===== src/rtl/gray_step_tracker.sv =====
// gray_step_tracker: samples a 3-bit up/down Gray counter and converts it to binary.
// Each sampled change is classified as up, down, none or an illegal jump.
// Drives a wrapping position accumulator, a lap pulse and a sticky error flag.
// Optional build macro GRAY_STEP_SYNC_EN inserts a two-flop synchroniser on gray_in.
// The synchroniser adds 2 cycles to every latency.
module gray_step_tracker #(
  parameter int unsigned POS_W = 8
) (
  input  logic             clk,
  input  logic             reset,
  input  logic [2:0]       gray_in,
  input  logic             clear,
  output logic [2:0]       bin,
  output logic             step_up,
  output logic             step_dn,
  output logic             lap,
  output logic             err,
  output logic             err_sticky,
  output logic [POS_W-1:0] position
);

  localparam int unsigned CW = 3;
  localparam logic [CW-1:0] B_MAX = CW'(7);
  localparam logic [CW-1:0] B_MIN = CW'(0);

  logic [CW-1:0] g_src;
  logic [CW-1:0] g_s;
  logic [CW-1:0] b_p;
  logic [CW-1:0] d_c;
  logic          up_c;
  logic          dn_c;
  logic          err_c;
  logic          lap_c;

`ifdef GRAY_STEP_SYNC_EN
  logic [CW-1:0] sync_q1;
  logic [CW-1:0] sync_q2;

  // Two-flop synchroniser for a gray_in that comes from an unrelated clock domain
  always_ff @(posedge clk or negedge reset) begin
    if (!reset) begin
      sync_q1 <= '0;
      sync_q2 <= '0;
    end else begin
      sync_q1 <= gray_in;
      sync_q2 <= sync_q1;
    end
  end

  assign g_src = sync_q2;
`else
  assign g_src = gray_in;
`endif

  // Sample register for the Gray code and the previous binary value
  always_ff @(posedge clk or negedge reset) begin
    if (!reset) begin
      g_s <= '0;
      b_p <= '0;
    end else begin
      g_s <= g_src;
      b_p <= bin;
    end
  end

  // Gray to binary conversion of the sampled code
  assign bin = {g_s[2], g_s[2] ^ g_s[1], g_s[2] ^ g_s[1] ^ g_s[0]};

  // Classify the modulo-8 difference between the current and the previous binary value
  always_comb begin
    up_c  = 1'b0;
    dn_c  = 1'b0;
    err_c = 1'b0;
    d_c   = bin - b_p;
    case (d_c)
      CW'(0): ;
      CW'(1): up_c = 1'b1;
      CW'(7): dn_c = 1'b1;
      default: err_c = 1'b1;
    endcase
    lap_c = (up_c && (b_p == B_MAX) && (bin == B_MIN)) ||
            (dn_c && (b_p == B_MIN) && (bin == B_MAX));
  end

  // Registered pulses, position accumulator and sticky error
  always_ff @(posedge clk or negedge reset) begin
    if (!reset) begin
      step_up    <= 1'b0;
      step_dn    <= 1'b0;
      lap        <= 1'b0;
      err        <= 1'b0;
      err_sticky <= 1'b0;
      position   <= '0;
    end else begin
      step_up <= up_c;
      step_dn <= dn_c;
      lap     <= lap_c;
      err     <= err_c;
      // A coincident error outranks clear so that no error is ever lost
      err_sticky <= err_c | (err_sticky & ~clear);
      if (clear) begin
        position <= '0;
      end else if (up_c) begin
        position <= position + POS_W'(1);
      end else if (dn_c) begin
        position <= position - POS_W'(1);
      end
    end
  end

endmodule


===== config.mk =====
export PLATFORM = sky130hd
export DESIGN_NAME = gray_step_tracker
export DESIGN_NICKNAME = d
export VERILOG_FILES = /design/src/rtl/gray_step_tracker.sv
export SDC_FILE = /design/constraint.sdc
export NUM_CORES = 1
export LEC_CHECK = 0
export CAP_MARGIN = 10
export CORE_MARGIN = 10
export CORE_UTILIZATION = 53
export CTS_BUF_LIST = sky130_fd_sc_hd__clkbuf_2
export DETAILED_ROUTE_END_ITERATION = 10
export PLACE_DENSITY = 0.86
export SYNTH_ARGS = -nofsm -noshare
export SYNTH_HDL_FRONTEND = slang
export SYNTH_SLANG_ARGS = --single-unit
export TNS_END_PERCENT = 10

===== constraint.sdc =====
create_clock -name clk -period 4.6 [get_ports clk]
set_input_delay 1.15 -clock clk [delete_from_list [all_inputs] [get_ports clk]]
set_output_delay 1.15 -clock clk [all_outputs]
set_load 0.05 [all_outputs]

# After elaboration in Yosys (flattened, before gate mapping)
# Index checks and enable logic that the tools add are counted.
[word_totals]
register_bits = 19
word_cells = 36
[op_classes]
addsub = 3
eq_ne = 4
n_mux = 6
bitwise = 5
reduce_logical = 10
[ops]
columns = ["cell", "n"]
rows = [
  ["8-bit two-way mux", 3],
  ["3-bit equality test, second input constant", 3],
  ["3-bit logical NOT", 3],
  ["8-bit by 1-bit adder with 8-bit output, second input constant", 1],
  ["8-bit by 1-bit subtractor with 8-bit output, second input constant", 1],
  ["1-bit logical AND", 4],
  ["3-bit by 1-bit equality test with 1-bit output, second input constant", 1],
  ["1-bit two-way mux", 3],
  ["3-bit nonzero test", 1],
  ["3-bit OR reduction", 1],
  ["3-bit subtractor", 1],
  ["1-bit bitwise XOR", 2],
  ["1-bit bitwise AND", 1],
  ["1-bit logical OR", 1],
  ["1-bit inverter", 1],
  ["1-bit bitwise OR", 1],
]

# Longest topological paths before layout
[logic_depth]
ltp_word = 8
mapped_depth = 13

# Worst setup path after synthesis
# No wires, ideal clock.
[synth_timing]
path_kind = "register -> register"
start = "register g_s[2]"
end = "register position[7]"
t_arrival_ns = 4.045
path_slack_ns = 0.451
path_stages_with_launch = 13
period_less_slack_ns = 4.149
path_cell_list = "dfrtp_1 xor2_1 ha_1 ha_1 inv_1 fa_1 nor2_1 nand2b_1 ha_1 a2111o_1 a21oi_1 nor2_1 o311ai_1"
[synth_between]
elab_chain_cells = 7
elab_cells_between_ends = 10
cone_classes = "1 x add/sub; 2 x eq/ne; 4 x mux; 2 x bitwise; 1 x reduce/logical"
[synth_rtl]
columns = ["item", "line_no", "source"]
rows = [
  ["from (decl)", "27", "logic [CW-1:0] g_s;"],
  ["from (signal assigned)", "61", "g_s <= g_src;"],
  ["1-bit bitwise XOR (*)", "67", "assign bin = {g_s[2], g_s[2] ^ g_s[1], g_s[2] ^ g_s[1] ^ g_s[0]};"],
  ["via bin[1]", "13", "output logic [2:0] bin,"],
  ["1-bit bitwise XOR", "67", ""],
  ["3-bit subtractor (*)", "74", "d_c = bin - b_p;"],
  ["3-bit by 1-bit equality test with 1-bit output", "75", "case (d_c)"],
  ["1-bit two-way mux", "75", ""],
  ["8-bit two-way mux", "103", "end else if (up_c) begin"],
  ["8-bit two-way mux", "101", "if (clear) begin"],
  ["to (signal assigned)", "104", "position <= position + POS_W'(1);"],
  ["to (signal assigned)", "106", "position <= position - POS_W'(1);"],
  ["to (decl)", "19", "output logic [POS_W-1:0] position"],
]
# Mark *: on every way through the listed nets, which the timed path passes. The rest lies on a longest branch.
# A chain may end at the register's enable or synchronous reset.

# Worst setup path after layout
[layout_timing]
start = "register g_s[2]"
end = "register position[7]"
[layout_between]
elab_chain_cells = 7
elab_cells_between_ends = 10
cone_classes = "1 x add/sub; 2 x eq/ne; 4 x mux; 2 x bitwise; 1 x reduce/logical"
[layout_rtl]
columns = ["item", "line_no"]
rows = [
  ["1-bit bitwise XOR (2 in series)", "67"],
  ["3-bit subtractor (*)", "74"],
  ["3-bit by 1-bit equality test with 1-bit output", "75"],
  ["1-bit two-way mux", "75"],
  ["8-bit two-way mux", "103"],
  ["8-bit two-way mux", "101"],
]
# Every way passes the cells marked *; elsewhere a longest branch is shown, timed or not.

==> flow_metrics.tcl <==
set metrics [dict create \
    post_cts_resized 0 \
    status "finished clean" \
    area_growth_pct 21.7 \
    start_util_pct 57.2 \
    r2r_slack_ns 0.83 \
    worstSetupPathType "flop to flop" \
    nNetsFinal 153 \
    grt_use_met3_pct 4.01 \
    synth.avg_cell_area_um2 10.2 \
    drc_errors 0 \
    hpwl_um 1950 \
    hold_viol_final 0 \
    ir_drop_uv 478 \
    cellPowerDensity_nw_per_um2 786 \
    p_leak_nw 0.648 \
    drt_iter0_drc 43 \
    hold-path-cell-count 1 \
    fin_ws_ns 0.835 \
    hold_path.startpoint "err_sticky" \
    layout_commonest_cell "clkdlybuf4s50_1" \
    worstPathRequired_ns 4.85 \
    global_route.usage.met2_pct 18.5 \
    grtUsageTotal_pct 11.7 \
    grt_overflow_total 0 \
    grt_pass1_wl_um 4110 \
    top_usage_layer "met2" \
    endpoint_kind "flop" \
    syn_inst 112 \
    die_w_um 66.5 \
    drive_above_1_share_pct 7.41 \
    hold-worst-slack_ns 0.513 \
    worstPathMaxFanout 7 \
    rr_worst_depth 12 \
    final.setup.tns_ns 0 \
    synth_seq_cells 19 \
    setup_viol 0 \
    routed_via_density 5.60 \
    cts_tree "done" \
    clock-sinks 19 \
    fin_worst_skew_ns 0.00639 \
    grt_max_degree 20 \
    ys_seq_area_share_pct 41.5 \
    fmax_ghz 0.266 \
    report.final.slew_viol_count 0 \
    htreeDepth 1 \
    stdcell_count 162 \
    num_rows 16 \
    synth.top_cell.area_share_pct 41.5 \
    post-place-cells 158 \
    synthArstFlopShare_pct 100 \
    portBuffers 21 \
    io_pins 22 \
    clk_pin_slew_ns 0.19 \
    cts_setup_buffers 0 \
    cts_hold_buf 0 \
    rsz0062_at_grt "false" \
    final_cell_mix "clkdlybuf4s50_1 (21), dfrtp_1 (19), inv_1 (11)" \
    grt_pass1_vias 882 \
    max_slew.worst_pin.slew_ns 0.912 \
    hold_end "err_sticky" \
    hold_path_class "flop to flop" \
    slew-limit-headroom_pct 37.4 \
    ys_types 37 \
    via_count 908 \
    dieHeight_um 66.5 \
    r2r_end "position[7]" \
    r2r_start "g_s[2]" \
    worstSetupStartpointType "flop" \
    wl_per_cell_um 15.3 \
    clockBufferDepth 2 \
    ys_top_cells_by_area "dfrtp_1 (41%), ha_1 (9.8%), inv_1 (3.6%)" \
    gr-usage-met1_pct 14.6 \
    place_ws_ns 0.851 \
    fill_cells 163 \
    min_period_ns 3.77 \
    synth_edf_count 0 \
    dr.pass1.iters 4 \
    min_period_over_period_pct 81.9 \
    routed_wl_um 2480 \
    synth_warnings 0 \
    detail-route-antenna-nets 0 \
    synthesis.area_um2 1150 \
    diodes 0 \
    clock_latency_ns 0.33 \
    gp_congestion 0.886 \
    antenna_found_initial 0 \
    yosys_most_used_dff "dfrtp_1" \
    cts_buffers 3 \
    dieArea_um2 4420 \
    syn-num-nets 129 \
    yosysTopAreaCell "dfrtp_1" \
    drv_cap 0 \
    cts-root-buf "clkbuf_2" \
    core_area_um2 2000 \
    utilization_pct 69.7 \
    worstPathArrival_ns 4.01 \
]
worst max path at each step:
stage / startpoint / endpoint / slack [ns] / cells after the start
after CTS: g_s[2] / position[6] / 0.82 / 13
after floorplan: g_s[2] / position[7] / 0.45 / 12
after global placement: g_s[2] / position[6] / 1.04 / 13
after detailed placement: g_s[2] / position[5] / 0.85 / 12
final: g_s[2] / position[7] / 0.83 / 12
after global routing: g_s[2] / position[7] / 0.50 / 12
metal layers:
metal	part of all wire (%)	wire length, um
met3	8.3	207
met2	46	1130
met4	1.1	27
met5	0	0
met1	45	1120
flip-flops by register name, indices dropped and copies added, names as in the netlist:
signal / count
step_dn: 1
lap: 1
step_up: 1
b_p: 3
position: 8
err: 1
err_sticky: 1
g_s: 3
where the power goes:
group          switching (mW)  leakage [nW]  internal (mW)
clock                  0.0579        0.0164         0.0197
sequential             0.0399         0.239          0.216
combinational           0.459         0.393          0.305
worst max-delay path: stages (launching register included):
cell	delay, ns
dfrtp_1	0.50
xor2_1	0.38
ha_1	0.33
ha_1	0.20
inv_1	0.06
fa_1	0.49
nor2_1	0.23
nand2b_1	0.22
ha_1	0.40
a2111o_1	0.38
a21oi_1	0.19
nor2_1	0.07
o311ai_1	0.25
through the flow:
stage	area, um^2	power, mW
after CTS	1400	1.10
final	1400	1.10
after floorplan	1150	0.835
after global placement	1380	1.00
after global routing	1400	1.18
after detailed placement	1380	1.02
cell families (layout without fill, tap and decap cells):
group / count (synthesis) / after routing / share of synthesized area, %
fa+ha+maj: 11 / 11 / 13.3
compound gates: 30 / 30 / 18.3
buf+inv: 13 / 36 / 4.91
flops: 19 / 19 / 41.5
simple gates: 32 / 32 / 15.1
xor+xnor: 5 / 5 / 5.13
mux: 2 / 2 / 1.75
final cells by class:
class / count / area [um^2] / share of cell area [%]
Clock inverter: 1 / 5.00 / 0.359
Sequential cell: 19 / 475 / 34.1
Timing Repair Buffer: 21 / 210 / 15.1
Tap cell: 27 / 33.8 / 2.42
Clock buffer: 3 / 15.0 / 1.08
Multi-Input combinational cell: 80 / 614 / 44.0
Inverter: 11 / 41.3 / 2.96
synthesized netlist by cell type, drive strengths merged, types with 3 or more instances:
cell type and number:
dfrtp 19, o21ai 7, a211o 3, ha 9, inv 11, nand2b 3, a21oi 6, nand2 6
nand3 3, nor2 9, a21o 4
Note: power is estimated with default switching activity, not from simulation.
